## config.mk

```make
export PLATFORM = sky130hd
export DESIGN_NAME = msi_proc_side_ctrl
export DESIGN_NICKNAME = d
export VERILOG_FILES = /design/src/rtl/msi_proc_side_ctrl.sv
export SDC_FILE = /design/constraint.sdc
export NUM_CORES = 1
export LEC_CHECK = 0
export BUFFER_PORTS_ARGS = -buffer_cell sky130_fd_sc_hd__clkbuf_2
export CAP_MARGIN = 20
export CORE_MARGIN = 4
export CORE_UTILIZATION = 35
export DETAILED_ROUTE_END_ITERATION = 10
export HOLD_SLACK_MARGIN = 0.03
export SLEW_MARGIN = 20
export SYNTH_ARGS = -nofsm -noshare
export SYNTH_HDL_FRONTEND = slang
export SYNTH_SLANG_ARGS = --single-unit
```

## constraint.sdc

```tcl
create_clock -name clock -period 1.95 [get_ports clock]
set_clock_uncertainty 0.15 [all_clocks]
set_input_delay 0.39 -clock clock [delete_from_list [all_inputs] [get_ports clock]]
set_output_delay 0.39 -clock clock [all_outputs]
set_load 0.005 [all_outputs]
```

## src/rtl/msi_proc_side_ctrl.sv

```systemverilog
// Processor-side MSI controller for one cache line: turns CPU requests
// into bus messages; shares the line state with the bus-side snoop FSM.
//
// Ports:
//   clock, resetn           clock, async active-low reset
//   cpu_valid/op/hit/ready  CPU request (op 0 read, 1 write), done pulse
//   bus_req/grant           bus arbitration handshake
//   bus_msg/bus_msg_valid   00 readMiss, 01 invalidate, 10 writeMiss
//   writeback               write back the current block with the message
//   snoop_valid/state       line state override from the bus-side FSM
//   state                   current line state (00 I, 01 E, 10 S)
module msi_proc_side_ctrl #(
    parameter logic [1:0] RESET_STATE = 2'b00
) (
    input  logic       clock,
    input  logic       resetn,
    input  logic       cpu_valid,
    input  logic       cpu_op,
    input  logic       cpu_hit,
    output logic       cpu_ready,
    output logic       bus_req,
    input  logic       bus_grant,
    output logic [1:0] bus_msg,
    output logic       bus_msg_valid,
    output logic       writeback,
    input  logic       snoop_valid,
    input  logic [1:0] snoop_state,
    output logic [1:0] state
);

    localparam logic [1:0] ST_I = 2'b00;
    localparam logic [1:0] ST_E = 2'b01;
    localparam logic [1:0] ST_S = 2'b10;

    localparam logic [1:0] MSG_RM  = 2'b00;
    localparam logic [1:0] MSG_INV = 2'b01;
    localparam logic [1:0] MSG_WM  = 2'b10;

    typedef enum logic {
        IDLE,
        ARB
    } fsm_t;

    fsm_t       fsm, fsm_n;
    logic [1:0] pend_msg, pend_msg_n;
    logic       pend_wb, pend_wb_n;
    logic [1:0] target, target_n;

    logic       cpu_ready_n;
    logic       bus_req_n;
    logic [1:0] bus_msg_n;
    logic       bus_msg_valid_n;
    logic       writeback_n;
    logic [1:0] state_n;

    logic [1:0] es;
    logic       miss;
    logic       evict;
    logic [1:0] adj_msg;
    logic       adj_wb;

    assign es    = snoop_valid ? snoop_state : state;
    assign miss  = !cpu_hit || (es == ST_I);
    // Conflict miss on a dirty line: old block must go out first.
    assign evict = (es == ST_E) && !cpu_hit;

    // A pending upgrade becomes a writeMiss if our copy is invalidated;
    // any snoop leaving exclusive means the bus side already wrote back.
    always_comb begin
        adj_msg = pend_msg;
        adj_wb  = pend_wb;
        if (snoop_valid && snoop_state == ST_I && pend_msg == MSG_INV)
            adj_msg = MSG_WM;
        if (snoop_valid && snoop_state != ST_E)
            adj_wb = 1'b0;
    end

    always_comb begin
        fsm_n           = fsm;
        pend_msg_n      = pend_msg;
        pend_wb_n       = pend_wb;
        target_n        = target;
        cpu_ready_n     = 1'b0;
        bus_req_n       = 1'b0;
        bus_msg_n       = MSG_RM;
        bus_msg_valid_n = 1'b0;
        writeback_n     = 1'b0;
        state_n         = es;
        unique case (fsm)
            IDLE: begin
                if (cpu_valid && !cpu_ready) begin
                    if (!cpu_op && !miss) begin
                        cpu_ready_n = 1'b1;
                    end else if (cpu_op && !miss && es == ST_E) begin
                        cpu_ready_n = 1'b1;
                    end else if (cpu_op && !miss) begin
                        pend_msg_n = MSG_INV;
                        pend_wb_n  = 1'b0;
                        target_n   = ST_E;
                        bus_req_n  = 1'b1;
                        fsm_n      = ARB;
                    end else begin
                        pend_msg_n = cpu_op ? MSG_WM : MSG_RM;
                        pend_wb_n  = evict;
                        target_n   = cpu_op ? ST_E : ST_S;
                        bus_req_n  = 1'b1;
                        fsm_n      = ARB;
                    end
                end
            end
            ARB: begin
                pend_msg_n = adj_msg;
                pend_wb_n  = adj_wb;
                bus_req_n  = 1'b1;
                if (bus_grant) begin
                    bus_msg_n       = adj_msg;
                    bus_msg_valid_n = 1'b1;
                    cpu_ready_n     = 1'b1;
                    writeback_n     = adj_wb;
                    state_n         = target;
                    bus_req_n       = 1'b0;
                    fsm_n           = IDLE;
                end
            end
            default: fsm_n = IDLE;
        endcase
    end

    always_ff @(posedge clock or negedge resetn) begin
        if (!resetn) begin
            fsm           <= IDLE;
            pend_msg      <= MSG_RM;
            pend_wb       <= 1'b0;
            target        <= ST_I;
            cpu_ready     <= 1'b0;
            bus_req       <= 1'b0;
            bus_msg       <= MSG_RM;
            bus_msg_valid <= 1'b0;
            writeback     <= 1'b0;
            state         <= RESET_STATE;
        end else begin
            fsm           <= fsm_n;
            pend_msg      <= pend_msg_n;
            pend_wb       <= pend_wb_n;
            target        <= target_n;
            cpu_ready     <= cpu_ready_n;
            bus_req       <= bus_req_n;
            bus_msg       <= bus_msg_n;
            bus_msg_valid <= bus_msg_valid_n;
            writeback     <= writeback_n;
            state         <= state_n;
        end
    end

endmodule

```

==> out/results.md <==
| Parameter | This run |
|:---|:---|
| Routed via count | 494 |
| Total length of routed wires | 1237 µm |
| Number of global-route vias before repair | 503 |
| Fraction of layout instances using a drive strength above 1 | 30.00% |
| Number of optimization iterations in the first detailed-route pass | 4 |
| Arrival time reported for the critical path endpoint | 1.66 ns |
| Placeable core region | 0.001559 mm² |
| Number of max-slew violations in the final report | 0 |
| Clock root buffer master | clkbuf_4 |
| Sequential area share after synthesis | 53.94% |
| R2R Path End | pend_wb |
| Result of the run | complete, no violations |
| Worst hold margin | 0.1926 ns |
| Share of flip-flops with an asynchronous set or reset | 100.0% |
| Vertical die dimension | 49.51 µm |
| Depth of the CTS H-tree | 1 |
| GRT Util Overall | 11.86% |
| Sort of element at the start of the critical path | flop |
| Post-Syn Nets | 68 |
| Std-Cell Rows | 14 |
| Maximum clock insertion buffer count | 2 |
| Initial cell density of the core | 38.68% |
| Total DRC errors in the routed layout | 0 |
| Crit path launch | state[1] |
| Synthesis Warnings | 0 |
| Number of nets in the final layout | 90 |
| Maximum number of pins on one net before global-route repair | 14 |
| Most used DFF post-synth | dfrtp_1 |
| Number of cells traversed by the worst register-to-register path | 4 |
| Die ar. | 0.002451 mm² |
| Setup_tns | 0 ns |
| Leakage Power | 0.3918 nW |
| Worst slew margin relative to its limit | 71.42% |
| Unrepaired setup endpoints after global routing | false |
| Tcrit/Tclk final | 83.62% |
| Required time at the worst-slack endpoint | 1.98 ns |
| Final Setup Violations | 0 |
| Growth of design area from synthesis to finish | 23.24% |
| ANT nets after route | 0 |
| Pwr/cell area | 1049 mW/mm² |
| Number of synthesized register bits | 13 |
| Post-Syn Area per Cell | 10.22 µm² |
| Placer Congestion | 0.7344 |
| Final critical-path setup slack | 0.3194 ns |
| Count of fill cells added during filler insertion | 154 |
| Max Cap Viol | 0 |
| Source-to-sink clock delay at the later pin of the worst-skew pair | 0.27 ns |
| Number of clock sinks seen by CTS | 13 |
| Post-Syn Instances | 59 |
| Postcts setup bufs | 0 |
| Total half-perimeter wirelength after legalization and detailed placement | 969.3 µm |
| Slew @ Worst Pin | 0.4231 ns |
| Maximum clock frequency | 0.6133 GHz |
| Summed instance area of the synthesized netlist | 603.1 µm² |
| Termination of the worst setup path | pend_wb |
| Final standard cell count with taps included and fillers excluded | 96 |
| Horizontal extent of the die | 49.51 µm |
| Antenna diodes | 0 |
| Hold violation total from the final report | 0 |
| Reg-to-reg slack, setup | 0.32 ns |
| Clock-pin slew on the worst setup and hold paths | 0.07 ns |
| Synth unique cells | 23 |
| Total clock buffers created by CTS | 3 |
| Crit Path Max Fanout | 4 |
| Avg Vias per Cell | 5.146 |
| Placed Cells | 91 |
| Type of the worst min-delay path | in -> reg |
| Crit path kind | reg -> reg |
| Number of flops mapped to enable cells by yosys | 0 |
| Final min period | 1.631 ns |
| Global-route wire length before repair | 2173 µm |
| Element type at the critical path end | flop |
| WL/cell | 12.89 µm |
| Setup slack after placement | 0.1509 ns |
| R2R Path Start | state[1] |
| I/O pins | 17 |
| TritonCTS clock tree | built |
| Final global-route overflow total | 0 |
| Largest vdd supply drop | 0.5426 mV |
| Iteration-0 DRC count of the detailed router | 14 |
| Antenna violations before repair | 0 |
| Port Buffer Count | 16 |
-- worst min-delay path by stage --
stage	slack, ns	startpoint	endpoint	cells after the start
3_5_place_dp	0.16	resetn	writeback	1
4_1_cts	0.18	bus_grant	bus_msg[1]	3
5_1_grt	0.18	bus_grant	bus_msg[1]	3
2_1_floorplan	-0.06	resetn	bus_msg[0]	0
3_3_place_gp	0.15	resetn	bus_msg_valid	1
6_report	0.19	bus_grant	bus_msg[1]	3
-- layout by cell type (no fill, tap or decap), types with 2 or more instances in the layout --
master	n
clkbuf_4	3
o21ai_0	2
inv_1	6
a21oi_1	2
nor2_1	6
dfrtp_1	13
nand2_1	8
mux2_2	3
clkbuf_2	16
o31ai_1	2
a21o_1	2
nand3_1	2
-- timing repair --
action / CTS / global route
setup endpoints to repair: 0 / 0
hold buffers: 1 / 0
resized for setup: 0 / 0
hold endpoints to repair: 13 / 0
-- through the flow --
stage / power (W) / util [%] / cell area (µm²)
finish: 0.0007800 / 47.67 / 743.2
global route: 0.0008492 / 47.67 / 743.2
CTS: 0.0007889 / 47.67 / 743.2
detailed placement: 0.0006223 / 45.35 / 706.9
global placement: 0.0006239 / 45.35 / 706.9
floorplan: 0.0005316 / - / 603.1
-- flip-flops by register name, indices dropped and copies added (netlist names) --
register / count
bus_msg: 2
pend_msg: 2
state: 2
target: 2
bus_msg_valid: 1
cpu_ready: 1
fsm: 1
pend_wb: 1
writeback: 1
-- Yosys cell counts, types with 2 or more instances --
cell / n / area, µm²
a21o_1: 2 / 15.01
a21oi_1: 2 / 10.01
dfrtp_1: 13 / 325.3
inv_1: 6 / 22.52
mux2_2: 3 / 33.78
nand2_1: 8 / 30.03
nand3_1: 2 / 10.01
nor2_1: 6 / 22.52
o21ai_0: 2 / 10.01
o31ai_1: 2 / 15.01
-- worst max-delay path, stage by stage (launching register included) --
cell,delay [ns]
dfrtp_1,0.40
or3b_1,0.35
o31ai_1,0.09
or4b_1,0.46
o311ai_1,0.08
-- layout make-up --
cell class	instances	area, µm²	area share, %
flip-flops and latches	13	325.3	43.77
multi-input cells	39	251.5	33.84
clock buffers	4	26.28	3.535
repair buffers	18	97.59	13.13
well taps	16	20.02	2.694
inverters	6	22.52	3.030
-- cells by family after synthesis --
logic type             count (synthesis)  share of synthesized area (%)
and+or+nand+nor                       22                          18.88
buffers and inverters                  7                          4.356
muxes                                  4                          7.261
AOI/OAI and AO/OA                     13                          15.56
DFF                                   13                          53.94
-- power breakdown --
group / total [W] / switching (W) / internal (W)
registers: 0.000396 / 0.0000518 / 0.000345
clock network: 0.000162 / 0.0000830 / 0.0000794
logic: 0.000221 / 0.000109 / 0.000112
total: 0.000780 / 0.000244 / 0.000536
-- metal layers --
| layer | share of wire, % | global-route usage [%] |
|---|---|---|
| met3 | 7.4 | 6.024 |
| met1 | 44 | 12.67 |
| met4 | 1.5 | 4.147 |
| met5 | 0 | 0 |
| met2 | 47 | 20.09 |
Power figures use the tool's default switching activity.
